$ cat src/rtl/cnn_pkg.sv
// rtl/cnn_pkg.sv - shared CNN geometry helpers and write-side state encoding
//
// Contents:
//   out_dim(h, k, s, p) : output extent of a strided, padded K-wide window sweep
//   clog2_min1(v)       : bit width needed to index v items, never below 1
//   fm_state_e          : FILL (accepting samples) / HOLD (frame presented)

package cnn_pkg;

    // Same formula the patch extractor uses, so both ends agree on OH/OW.
    function automatic int out_dim(input int h, input int k, input int s, input int p);
        return (h + 2 * p - k) / s + 1;
    endfunction

    function automatic int clog2_min1(input int v);
        return (v <= 1) ? 1 : $clog2(v);
    endfunction

    typedef enum logic {
        FILL = 1'b0,
        HOLD = 1'b1
    } fm_state_e;

endpackage

$ cat src/rtl/fmap_writer_if.sv
// rtl/fmap_writer_if.sv - sample stream, window coordinates and frame handshake bundle
//
// Signals:
//   in_valid/in_data/in_ready : one convolution result per window position
//   oi/oj                     : window coordinates the writer expects next
//   fmap_valid/fmap/fmap_ready: completed OH x OW map, element (r,c) at [(r*OW+c)*D +: D]
//   frame_done                : one-cycle pulse when fmap_valid rises
// Modports:
//   slave  : the feature-map writer
//   master : the producer / consumer side

interface fmap_writer_if #(
    parameter int H = 5,
    parameter int W = 5,
    parameter int K = 3,
    parameter int S = 1,
    parameter int P = 1,
    parameter int D = 8
);
    import cnn_pkg::*;

    localparam int OH = out_dim(H, K, S, P);
    localparam int OW = out_dim(W, K, S, P);
    localparam int N  = OH * OW;
    localparam int IW = clog2_min1(OH);
    localparam int JW = clog2_min1(OW);

    logic             in_valid;
    logic [D-1:0]     in_data;
    logic             in_ready;
    logic [IW-1:0]    oi;
    logic [JW-1:0]    oj;
    logic             fmap_valid;
    logic [N*D-1:0]   fmap;
    logic             fmap_ready;
    logic             frame_done;

    modport slave (
        input  in_valid, in_data, fmap_ready,
        output in_ready, oi, oj, fmap_valid, fmap, frame_done
    );

    modport master (
        output in_valid, in_data, fmap_ready,
        input  in_ready, oi, oj, fmap_valid, fmap, frame_done
    );

endinterface

$ cat src/rtl/fmap_writer_raster_counter.sv
// rtl/fmap_writer_raster_counter.sv - wrap-around 2-D raster (row, column) counter
//
// Ports:
//   clk_i, rst_i  : clock, synchronous active-high reset (counter -> 0,0)
//   clr_i         : synchronous restart to (0,0), wins over inc_i
//   inc_i         : advance one position in raster order
//   oi_o, oj_o    : current row / column
//   last_o        : current position is (ROWS-1, COLS-1)

module raster_counter #(
    parameter int ROWS = 5,
    parameter int COLS = 5,
    parameter int IW   = 3,
    parameter int JW   = 3
) (
    input  logic          clk_i,
    input  logic          rst_i,
    input  logic          clr_i,
    input  logic          inc_i,
    output logic [IW-1:0] oi_o,
    output logic [JW-1:0] oj_o,
    output logic          last_o
);

    logic [IW-1:0] oi_q, oi_d;
    logic [JW-1:0] oj_q, oj_d;
    logic          row_end;
    logic          col_end;

    assign row_end = (oi_q == IW'(ROWS - 1));
    assign col_end = (oj_q == JW'(COLS - 1));
    assign last_o  = row_end && col_end;
    assign oi_o    = oi_q;
    assign oj_o    = oj_q;

    always_comb begin
        oi_d = oi_q;
        oj_d = oj_q;
        if (clr_i) begin
            oi_d = '0;
            oj_d = '0;
        end else if (inc_i) begin
            if (col_end) begin
                oj_d = '0;
                // After the final position both coordinates land back on 0.
                oi_d = row_end ? '0 : oi_q + IW'(1);
            end else begin
                oj_d = oj_q + JW'(1);
            end
        end
    end

    always_ff @(posedge clk_i) begin
        if (rst_i) begin
            oi_q <= '0;
            oj_q <= '0;
        end else begin
            oi_q <= oi_d;
            oj_q <= oj_d;
        end
    end

endmodule

$ cat src/rtl/fmap_writer.sv
// rtl/fmap_writer.sv - collects raster-ordered window results into an output feature map
//
// Ports:
//   clk  : rising-edge clock
//   rst  : synchronous active-high reset (state FILL, counters 0, fmap zeroed)
//   clr  : synchronous frame abort; fmap contents kept, same-cycle sample dropped
//   bus  : fmap_writer_if.slave (sample stream in, coordinates out, frame handshake out)

module fmap_writer
    import cnn_pkg::*;
#(
    parameter int H = 5,
    parameter int W = 5,
    parameter int K = 3,
    parameter int S = 1,
    parameter int P = 1,
    parameter int D = 8
) (
    input  logic          clk,
    input  logic          rst,
    input  logic          clr,
    fmap_writer_if.slave  bus
);

    localparam int OH = out_dim(H, K, S, P);
    localparam int OW = out_dim(W, K, S, P);
    localparam int N  = OH * OW;
    localparam int IW = clog2_min1(OH);
    localparam int JW = clog2_min1(OW);

    if (H + 2 * P < K || W + 2 * P < K) begin : g_bad_geometry
        $error("fmap_writer: window K larger than padded image");
    end

    fm_state_e      state_q, state_d;
    logic [N*D-1:0] fmap_q, fmap_d;
    logic           frame_done_q, frame_done_d;
    logic           accept;
    logic           last;
    logic [IW-1:0]  oi;
    logic [JW-1:0]  oj;
    logic [31:0]    widx;

    // A sample arriving alongside clr is dropped, so clr gates acceptance.
    assign bus.in_ready = (state_q == FILL) && !rst;
    assign accept       = bus.in_valid && bus.in_ready && !clr;

    raster_counter #(
        .ROWS (OH),
        .COLS (OW),
        .IW   (IW),
        .JW   (JW)
    ) u_raster (
        .clk_i  (clk),
        .rst_i  (rst),
        .clr_i  (clr),
        .inc_i  (accept),
        .oi_o   (oi),
        .oj_o   (oj),
        .last_o (last)
    );

    assign widx = 32'(oi) * 32'(OW) + 32'(oj);

    always_comb begin
        state_d      = state_q;
        fmap_d       = fmap_q;
        frame_done_d = 1'b0;
        case (state_q)
            FILL: begin
                if (accept) begin
                    fmap_d[widx*D +: D] = bus.in_data;
                    if (last) begin
                        state_d      = HOLD;
                        frame_done_d = 1'b1;
                    end
                end
            end
            HOLD: begin
                if (bus.fmap_ready) begin
                    state_d = FILL;
                end
            end
            default: state_d = FILL;
        endcase
        if (clr) begin
            state_d      = FILL;
            frame_done_d = 1'b0;
        end
    end

    always_ff @(posedge clk) begin
        if (rst) begin
            state_q      <= FILL;
            fmap_q       <= '0;
            frame_done_q <= 1'b0;
        end else begin
            state_q      <= state_d;
            fmap_q       <= fmap_d;
            frame_done_q <= frame_done_d;
        end
    end

    assign bus.oi         = oi;
    assign bus.oj         = oj;
    assign bus.fmap       = fmap_q;
    assign bus.fmap_valid = (state_q == HOLD);
    assign bus.frame_done = frame_done_q;

endmodule

$ cat src/flat_wrapper.sv
// flat-port wrapper written by rule: the top's interface ports become plain ports
module fmap_writer_flat import cnn_pkg::*;
#(
    parameter int H = 5,
    parameter int W = 5,
    parameter int K = 3,
    parameter int S = 1,
    parameter int P = 1,
    parameter int D = 8
)
  (clk, rst, clr, bus_in_valid, bus_in_data, bus_fmap_ready, bus_in_ready, bus_oi, bus_oj, bus_fmap_valid, bus_fmap, bus_frame_done);
  fmap_writer_if #(.H(H), .W(W), .K(K), .S(S), .P(P), .D(D)) bus_i ();
  input  logic clk;
  input  logic rst;
  input  logic clr;
  input wire logic [$bits(bus_i.in_valid)-1:0] bus_in_valid;
  input wire logic [$bits(bus_i.in_data)-1:0] bus_in_data;
  input wire logic [$bits(bus_i.fmap_ready)-1:0] bus_fmap_ready;
  output wire logic [$bits(bus_i.in_ready)-1:0] bus_in_ready;
  output wire logic [$bits(bus_i.oi)-1:0] bus_oi;
  output wire logic [$bits(bus_i.oj)-1:0] bus_oj;
  output wire logic [$bits(bus_i.fmap_valid)-1:0] bus_fmap_valid;
  output wire logic [$bits(bus_i.fmap)-1:0] bus_fmap;
  output wire logic [$bits(bus_i.frame_done)-1:0] bus_frame_done;
  assign bus_i.in_valid = bus_in_valid;
  assign bus_i.in_data = bus_in_data;
  assign bus_i.fmap_ready = bus_fmap_ready;
  assign bus_in_ready = bus_i.in_ready;
  assign bus_oi = bus_i.oi;
  assign bus_oj = bus_i.oj;
  assign bus_fmap_valid = bus_i.fmap_valid;
  assign bus_fmap = bus_i.fmap;
  assign bus_frame_done = bus_i.frame_done;
  fmap_writer #(.H(H), .W(W), .K(K), .S(S), .P(P), .D(D)) u_core (.clk(clk), .rst(rst), .clr(clr), .bus(bus_i));
endmodule
$ cat config.mk
export PLATFORM = sky130hd
export DESIGN_NAME = fmap_writer_flat
export DESIGN_NICKNAME = d
export VERILOG_FILES = /design/src/rtl/cnn_pkg.sv /design/src/rtl/fmap_writer_if.sv /design/src/rtl/fmap_writer_raster_counter.sv /design/src/rtl/fmap_writer.sv /design/src/flat_wrapper.sv
export SDC_FILE = /design/constraint.sdc
export NUM_CORES = 1
export LEC_CHECK = 0
export ABC_AREA = 1
export CAP_MARGIN = 40
export CORE_MARGIN = 5
export CORE_UTILIZATION = 50
export CTS_CLUSTER_DIAMETER = 40
export DETAILED_ROUTE_END_ITERATION = 16
export PLACE_DENSITY = 0.8
export REMOVE_ABC_BUFFERS = 1
export SLEW_MARGIN = 20
export SYNTH_ARGS = -nofsm -noshare
export SYNTH_HDL_FRONTEND = slang
export SYNTH_SLANG_ARGS = --single-unit
$ cat constraint.sdc
create_clock -name clk -period 4.2 [get_ports clk]
set_input_delay 1.05 -clock clk [delete_from_list [all_inputs] [get_ports clk]]
set_output_delay 1.05 -clock clk [all_outputs]
set_load 0.01 [all_outputs]
* After elaboration in Yosys (flattened, before gate mapping)
Index checks and enable logic that the tools add are counted.
** Word-level totals
- Bits in registers :: 208
- Bits in read-only memories :: 0
- Input bits :: 13
- RAM bits :: 0
- Word-level logic and storage cells :: 32
- Bits in latches :: 0
- Memories kept :: 0
- Output and inout bits :: 209
** Cells by class
- Multiplexer cells :: 7
- Shifts and indexed selects :: 2
- $lt $le $gt $ge :: 0
- Div/mod/pow operators :: 0
- Bitwise operators :: 1
- Reductions and logical operators :: 10
- Equality and inequality tests :: 2
- Multipliers :: 1
- Add/sub/neg operators :: 4
** Operators with widths (count)
- $bwmux 200 :: 1
- $shift 8x34->200 const A :: 1
- $shiftx 8x34->200 :: 1
- $neg 32->34 :: 1
- $add 6x3->7 :: 1
- $add 3x1->3 const B :: 2
- $eq 3x3->1 const B :: 2
- $mul 3x3->6 const B :: 1
- $mux 3 :: 2
- $logic_and 1x1->1 :: 4
- $reduce_and 2->1 :: 2
- $mux 1 :: 3
- $reduce_or 3->1 :: 1
- $logic_not 1->1 :: 2
- $pmux 1 s2 :: 1
- $reduce_or 2->1 :: 1
- $not 1->1 :: 1

* Depth between registers and ports, before layout
Gate-level depths: netlist of run 1.
- Depth in word-level cells :: 6
- Depth in mapped cells :: 20
- Gate-level depth less buffers :: 19

* Cells and area by module
Synthesis of run 1 repeated with hierarchy kept, for this count alone.
** Unflattened totals
- Cells, all modules :: 1410
- Area, all modules :: 9541.7 sq um
** Modules (own cells, without submodules)
- fmap_writer :: instances 1, cells an instance 1362, area each 9210.1 sq um, seq. area each 4043.9 sq um
- raster_counter :: instances 1, cells an instance 48, area each 331.6 sq um, seq. area each 120.1 sq um

* Least setup slack after synthesis of run 1
No wires, ideal clock.
- Kind :: reg2reg
- Start :: reg u_core.u_raster.oi_q[0], in the netlist u_core.u_raster.oi_o[0]
- End :: reg u_core.fmap_q[167], in the netlist u_core.bus.fmap[167]
- Stages on the path, launching flop included :: 21
- Path slack :: 928 ps
- Arrival :: 3160 ps
- Buffers on the path :: 2
- Clock period less this slack :: 3272 ps
- Setup time :: 112 ps
- Data required time :: 4088 ps
- Cells stage by stage :: dfxtp_1 ha_1 ha_1 inv_1 fa_1 inv_1 nand2_1 nand2_1 nor2_1 nand2_1 inv_1 ha_1 inv_1 nor2_4 inv_2 nor2_2 buf_4 buf_2 nand4_1 nand2_1 nor2_1
** On the way
- Longest elaborated chain between the ends :: 5
- Elaborated cells between the ends (all ways) :: 6
- Classes of those cells :: add/sub: 2; mul: 1; shift: 2; mux: 1
** Ends and longest elaborated chain
- from (decl) :: line fmap_writer_raster_counter.sv:25 : logic [IW-1:0] oi_q, oi_d;
- from (signal assigned) :: line fmap_writer_raster_counter.sv:58 : oi_q <= oi_d;
- $mul 3x3->6 * :: line fmap_writer.sv:63 : assign widx = 32'(oi) * 32'(OW) + 32'(oj);
- $add 6x3->7 * :: line fmap_writer.sv:63
- $neg 32->34 * :: line fmap_writer.sv:72 : fmap_d[widx*D +: D] = bus.in_data;
- $shiftx 8x34->200 / $shift 8x34->200 (equally long branches) :: line fmap_writer.sv:72
- $bwmux 200 * :: line fmap_writer.sv:72
- to (signal assigned) :: line fmap_writer.sv:99 : fmap_q <= fmap_d;
- to (decl) :: line fmap_writer.sv:36 : logic [N*D-1:0] fmap_q, fmap_d;
Mark *: on every way between the ends. The rest lies on a longest branch, timed or not.
A chain may end at the register's enable or synchronous reset.

* Final worst setup path of run 1
- Start :: reg u_core.u_raster.oi_q[0], in the netlist u_core.u_raster.oi_o[0]
- End :: reg u_core.fmap_q[126], in the netlist u_core.bus.fmap[126]
The elaborated chain is that of the path after synthesis.

==> out/metrics.yaml, run 1 <==
cts_hold_buffers: 0
io_pins: 222
peakVddDrop_mv: 0.304
drv_cap: 0
fillCellCount: 1470
die-width_um: 146
intPower_mw: 3.79
diodes: 0
hold_class: "reg2reg"
numCtsBuffers: 30
die-area_um2: 21300
ys_seq_area_share_pct: 45.0
drt_iter0_markers: 664
hold_violations: 0
yosys-top-cells-count: "nor2_1, nand2_1, dfxtp_1, inv_1, o21ai_0"
critPathLaunchType: "flop"
setup_violations: 0
ys_ff_latch: 208
p_clk_share_pct: 55.3
clock_path_buffers: 3
place_congestion: 0.868
yosys_warnings: 0
synth_edf_count: 0
finalClockSkew_ns: 0.0128
rsz0062_at_grt: "false"
swShare_pct: 21.7
grt_pass1_vias: 9157
period_needed_ns: 3.89
clk_latency_ns: 0.53
cts.sinks: 208
synth.most_common_cell: "nor2_1"
cp_data_arrival_time_ns: 4.31
period_share_pct: 92.6
fmax_ghz: 0.257
combinationalPowerShare_pct: 3.7
wl_um: 29000
final_util_pct: 70.6
core-area_um2: 18100
overflow: 0
critPathMaxStageDelay_ns: 0.57
crit_chain: "ha_1 > ha_1 > inv_1 > fa_1 > nand2_1 > nor2_1 > inv_2 > nand2_1 > inv_2 > nor2_4 > nand3_2 > nor2_2 > inv_1 > a21oi_1 > nor2_1"
grt_first_pass_wirelength_um: 47300
start_util_pct: 51.2
synth-main-ff-cell: "dfxtp_1"
drv_slew: 0
p_seq_share_pct: 40.9
final_net_count: 1589
via_per_inst: 5.27
fp-row-count: 49
cp_slowest_cell: "fa_1"
drive_above_1_share_pct: 7.83
p_per_area_nw_per_um2: 379
synth.largest_area_cell: "dfxtp_1"
die_h_um: 146
cts_tree: "yes"
p_leak_nw: 5.46
portBuffers: 221
worst_slew_pin_slew_ns: 0.760
avgSynthCellArea_um2: 6.84
synth_area_um2: 9260
place_hpwl_um: 20200
synth_area_leaders: "dfxtp_1, nor2_1, nand2_1, inv_1, o21ai_0"
whs_ns: 0.470
syn_to_final_growth_pct: 37.9
grt_antenna_before_repair: 0
slew-limit-headroom_pct: 48.9
grt_max_degree: 79
cts_max_level: 1
synth_cell_types: 31
synthArstFlopShare_pct: 0
synth_cells: 1354
clk_pin_slew_ns: 0.05
wl_per_cell_um: 16.0
cp-end-kind: "flop"
crit_type: "reg2reg"
status: "finished, final reports clean"
root_buffer: "clkbuf_16"
track_usage_pct: 26.4
crit_required_ns: 4.62
switchingPower_mw: 1.05
cp_max_fo: 14
num_vias: 9554
drcViolationCount: 0
ant_nets: 0
first_pass_iters: 5
synth.top_cell.area_share_pct: 45.0
==> state kept, by name (all words and copies together) (netlist names) <==
register and flops:
u_core.bus.fmap 200, u_core.u_raster.oi_o 3, u_core.u_raster.oj_o 3, u_core.bus.fmap_valid 1
u_core.bus.frame_done 1
==> cell usage in the layout (no fill, tap or decap), types with 13 or more instances in the layout <==
cell type / count
o21ai_0: 81
clkdlybuf4s50_1: 221
dfxtp_1: 208
buf_4: 24
nor2_1: 358
nand2_1: 244
nand4_1: 37
inv_1: 114
nand3_1: 62
ha_1: 15
o21ai_1: 13
nor3_1: 21
clkbuf_16: 31
a21oi_1: 69
==> logic make-up after synthesis <==
logic type                 Yosys count  synth area share [%]
AOI/OAI and AO/OA                  166                  9.07
buffers and inverters              200                  8.74
DFF                                208                  45.0
xor gates and xnor gates             1                0.0946
adders and majority gates           16                  2.24
and+or+nand+nor                    763                  34.9
==> critical path: cells and delay by family, from the launching register on <==
kind | cells | cell delay, ns
and+or+nand+nor | 7 | 1.64
DFF | 1 | 0.43
adders and majority gates | 3 | 1.15
AOI/OAI and AO/OA | 1 | 0.16
buffers and inverters | 4 | 0.40
==> per-stage QoR <==
| stage | instances | area, um^2 | setup TNS, ns | worst slack (ns) | power, mW |
|---|---|---|---|---|---|
| 2_1_floorplan | 1281 | 8920 | -97.93 | -1.03 | 2.13 |
| 3_3_place_gp | 1754 | 11600 | 0 | 0.421 | 2.20 |
| 3_5_place_dp | 1754 | 11600 | 0 | 0.255 | 2.20 |
| 4_1_cts | 1810 | 12700 | 0 | 0.212 | 4.86 |
| 5_1_grt | 1813 | 12800 | 0 | 0.00719 | 4.97 |
| 6_report | 1813 | 12800 | 0 | 0.312 | 4.84 |
==> what timing repair did <==
item	in CTS	in global routing
setup endpoints to repair	0	46
setup buffers	0	3
gates resized for setup	0	3
==> final timing paths <==
check | start | endpoint | slack [ns] | cells after the start
setup / recovery | u_core.u_raster.oi_o[0] | u_core.bus.fmap[126] | 0.31 | 15
hold / removal | u_core.bus.fmap[192] | u_core.bus.fmap[192] | 0.47 | 2
setup reg to reg | u_core.u_raster.oi_o[0] | u_core.bus.fmap[126] | 0.31 | 15
hold reg to reg | u_core.bus.fmap[192] | u_core.bus.fmap[192] | 0.47 | 2
==> power by group through the flow <==
stage	Sequential, mW	Clock [mW]	Combinational (mW)
CTS	1.98	2.70	0.178
finish	1.98	2.68	0.181
detailed placement	2.02	0	0.177
floorplan	2.03	0	0.105
global route	1.98	2.79	0.198
global placement	2.02	0	0.175
==> cell type report <==
cell class                 instances  area, um^2  share of cell area (%)
tap                              229         287                    2.24
timing repair buffer             247        2420                    19.0
clock buffer                      39         866                    6.78
clock inverter                    17         230                    1.80
multi-input combinational        946        4310                    33.8
inverter                         127         479                    3.75
sequential                       208        4160                    32.6
==> routing by layer <==
metal / part of all wire [%] / GRT usage [%] / vias up
met3: 8.6 / 6.10 / 74
li1: - / - / 4705
met1: 42 / 34.1 / 4351
met4: 3.1 / 9.27 / 0
met5: 0 / 0 / -
met2: 46 / 43.6 / 424
Power figures use the tool's default switching activity.
==> run 2, diff against run 1 <==
--- a/config.mk
+++ b/config.mk
@@ -6,10 +6,8 @@
 export NUM_CORES = 1
 export LEC_CHECK = 0
 export ABC_AREA = 1
-export CAP_MARGIN = 40
 export CORE_MARGIN = 5
 export CORE_UTILIZATION = 50
-export CTS_CLUSTER_DIAMETER = 40
 export DETAILED_ROUTE_END_ITERATION = 16
 export PLACE_DENSITY = 0.8
 export REMOVE_ABC_BUFFERS = 1
==> run 2 against run 1 <==
  * Register-to-register slack about the same
  * Total power fell by 12%
  * Cell area shrank 2.1%
  * Worst setup slack better by 0.014 ns
  * Clock power down 22%
  * Largest power group unchanged
  * Maximum frequency increased by 0.35%
  * Clock skew shrank 0.0029 ns
  * Final cell count is 0.66% lower
  * First-iteration DRC count up 5.7%
==> out/metrics.yaml, run 2 (same netlist as run 1, synthesis figures left out) <==
grt_pass1_vias: 8914  # -2.7%
slew-limit-headroom_pct: 49.8  # +0.86 points
cp-end-kind: "flop"
die-width_um: 146  # unchanged
drt_iter0_markers: 702  # +5.7%
rsz0062_at_grt: "false"
post-place-ws_ns: 0.255  # unchanged
core-area_um2: 18100  # unchanged
die_h_um: 146  # unchanged
cts_max_level: 1  # unchanged
cts.sinks: 208  # unchanged
peakVddDrop_mv: 0.296  # -2.8%
rr_worst_depth: 15  # unchanged
critPathLaunchType: "flop"
clk_pin_slew_ns: 0.06  # about the same
fp-row-count: 49  # unchanged
placed_cell_area_um2: 11600  # unchanged
start_util_pct: 51.2  # unchanged
fmax_ghz: 0.258  # +0.35%
whs_path_depth: 2  # unchanged
portBuffers: 221  # unchanged
first_pass_iters: 7  # +2
rr_startpoint: "u_core.u_raster.oi_o[0]"
numCtsBuffers: 23  # -23%
most-common-layout-cells: "nor2_1, nand2_1, clkdlybuf4s50_1, dfxtp_1, inv_1"
hold_start: "u_core.bus.fmap[192]"
die-area_um2: 21300  # unchanged
drcViolationCount: 0  # unchanged
whs_endpoint: "u_core.bus.fmap[192]"
root_buffer: "clkbuf_16"
final_net_count: 1585  # -0.25%
wl_per_cell_um: 15.8  # -1.2%
fillCellCount: 1499  # +2.0%
cts_hold_buffers: 0  # unchanged
final_common_cell: "nor2_1"
grt_antenna_before_repair: 0  # unchanged
io_pins: 222  # unchanged
grt_first_pass_wirelength_um: 46100  # -2.4%
cts_tree: "yes"
finalClockSkew_ns: 0.00983  # -0.00293 ns
drive_above_1_share_pct: 7.06  # -0.77 points
r2r_setup_slack_ns: 0.33  # about the same
crit_required_ns: 4.61  # about the same
via_per_inst: 5.24  # -0.59%
cp_data_arrival_time_ns: 4.28  # -0.03 ns
crit_type: "reg2reg"
largest_reg_flops: 200  # unchanged
wl_um: 28500  # -1.9%
overflow: 0  # unchanged
syn_to_final_growth_pct: 35.0
period_share_pct: 92.2  # -0.32 points
final_area_um2: 12500  # -2.1%
period_needed_ns: 3.87  # -0.0136 ns
place_hpwl_um: 20200  # unchanged
status: "finished, final reports clean"
cp_max_fo: 14  # unchanged
timing.final.ws_setup_ns: 0.326  # +0.0136 ns
final_util_pct: 69.1  # -1.5 points
p_total_mw: 4.24  # -12%
diodes: 0  # unchanged
p_per_area_nw_per_um2: 339  # -11%
p_leak_nw: 5.33  # -2.4%
hold_class: "reg2reg"
drv_slew: 0  # unchanged
hold_violations: 0  # unchanged
clk_latency_ns: 0.51  # -0.02 ns
setup_violations: 0  # unchanged
drv_cap: 0  # unchanged
timing.rr.end: "u_core.bus.fmap[126]"
num_vias: 9435  # -1.2%
ant_nets: 0  # unchanged
whs_ns: 0.472  # +0.00208 ns
track_usage_pct: 25.8  # -0.63 points
grt_max_degree: 79  # unchanged
clock_path_buffers: 3  # unchanged
place_congestion: 0.868  # unchanged
worst_slew_pin_slew_ns: 0.747  # -0.0129 ns
## run 2: cell count changes in the layout (fill, tap and decap cells not counted), sizes merged
cell | before | now
clkinv | 10 | 6
clkbuf | 39 | 30
clkinvlp | 2 | 1
bufinv | 5 | 3
inv | 127 | 128
buf | 26 | 29
## run 2: layout make-up
type / count / area [um^2] / area share (%)
multi-input combinational: 946 / 4310 / 34.5
sequential: 208 / 4160 / 33.3
timing repair buffer: 250 / 2470 / 19.8
clock buffer: 30 / 642 / 5.14
inverter: 127 / 479 / 3.83
tap: 229 / 287 / 2.29
clock inverter: 11 / 143 / 1.14
## run 2: layer usage
layer	part of all wire (%)	vias to the layer above	GRT usage [%]
met5	0	-	0
met4	2.7	0	8.47
met3	8.5	57	6.14
met2	46	367	41.7
met1	43	4318	34.1
li1	-	4693	-
## run 2: critical path, cell delays in order (launching register included)
cell and delay (ns):
dfxtp_1 0.42, ha_1 0.27, ha_1 0.30, inv_1 0.06, fa_1 0.57, nand2_1 0.07, nor2_1 0.21, inv_2 0.04
nand2_1 0.31, inv_2 0.10, nor2_4 0.35, nand3_2 0.23, nor2_2 0.43, inv_1 0.19, a21oi_1 0.16, nor2_1 0.05
## run 2: where the power goes
part / leakage [nW] / internal (mW) / switching, mW
combinational: 3.27 / 0.0528 / 0.129
sequential: 1.67 / 1.98 / 0.00265
clock: 0.388 / 1.27 / 0.814
## run 2: timing repair
action,CTS,global route
setup buffers,0,6
resized for setup,0,3
setup endpoints to repair,0,46
## run 2: worst max-delay path by stage
stage | slack [ns] | cells after the start | to | startpoint
floorplan | -1.03 | 13 | u_core.bus.fmap[152] | u_core.u_raster.oi_o[0]
global placement | 0.42 | 16 | u_core.bus.fmap[28] | u_core.u_raster.oi_o[0]
detailed placement | 0.26 | 16 | u_core.bus.fmap[28] | u_core.u_raster.oi_o[2]
CTS | 0.25 | 16 | u_core.bus.fmap[31] | u_core.u_raster.oi_o[2]
global route | 0.03 | 15 | u_core.bus.fmap[123] | u_core.u_raster.oi_o[0]
finish | 0.33 | 15 | u_core.bus.fmap[126] | u_core.u_raster.oi_o[0]
## run 2: stage by stage
| stage | setup TNS, ns | cells |
|---|---|---|
| final | 0 | 1801 |
| after detailed placement | 0 | 1754 |
| after CTS | 0 | 1795 |
| after global placement | 0 | 1754 |
| after global routing | 0 | 1801 |
| after floorplan | -97.93 | 1281 |
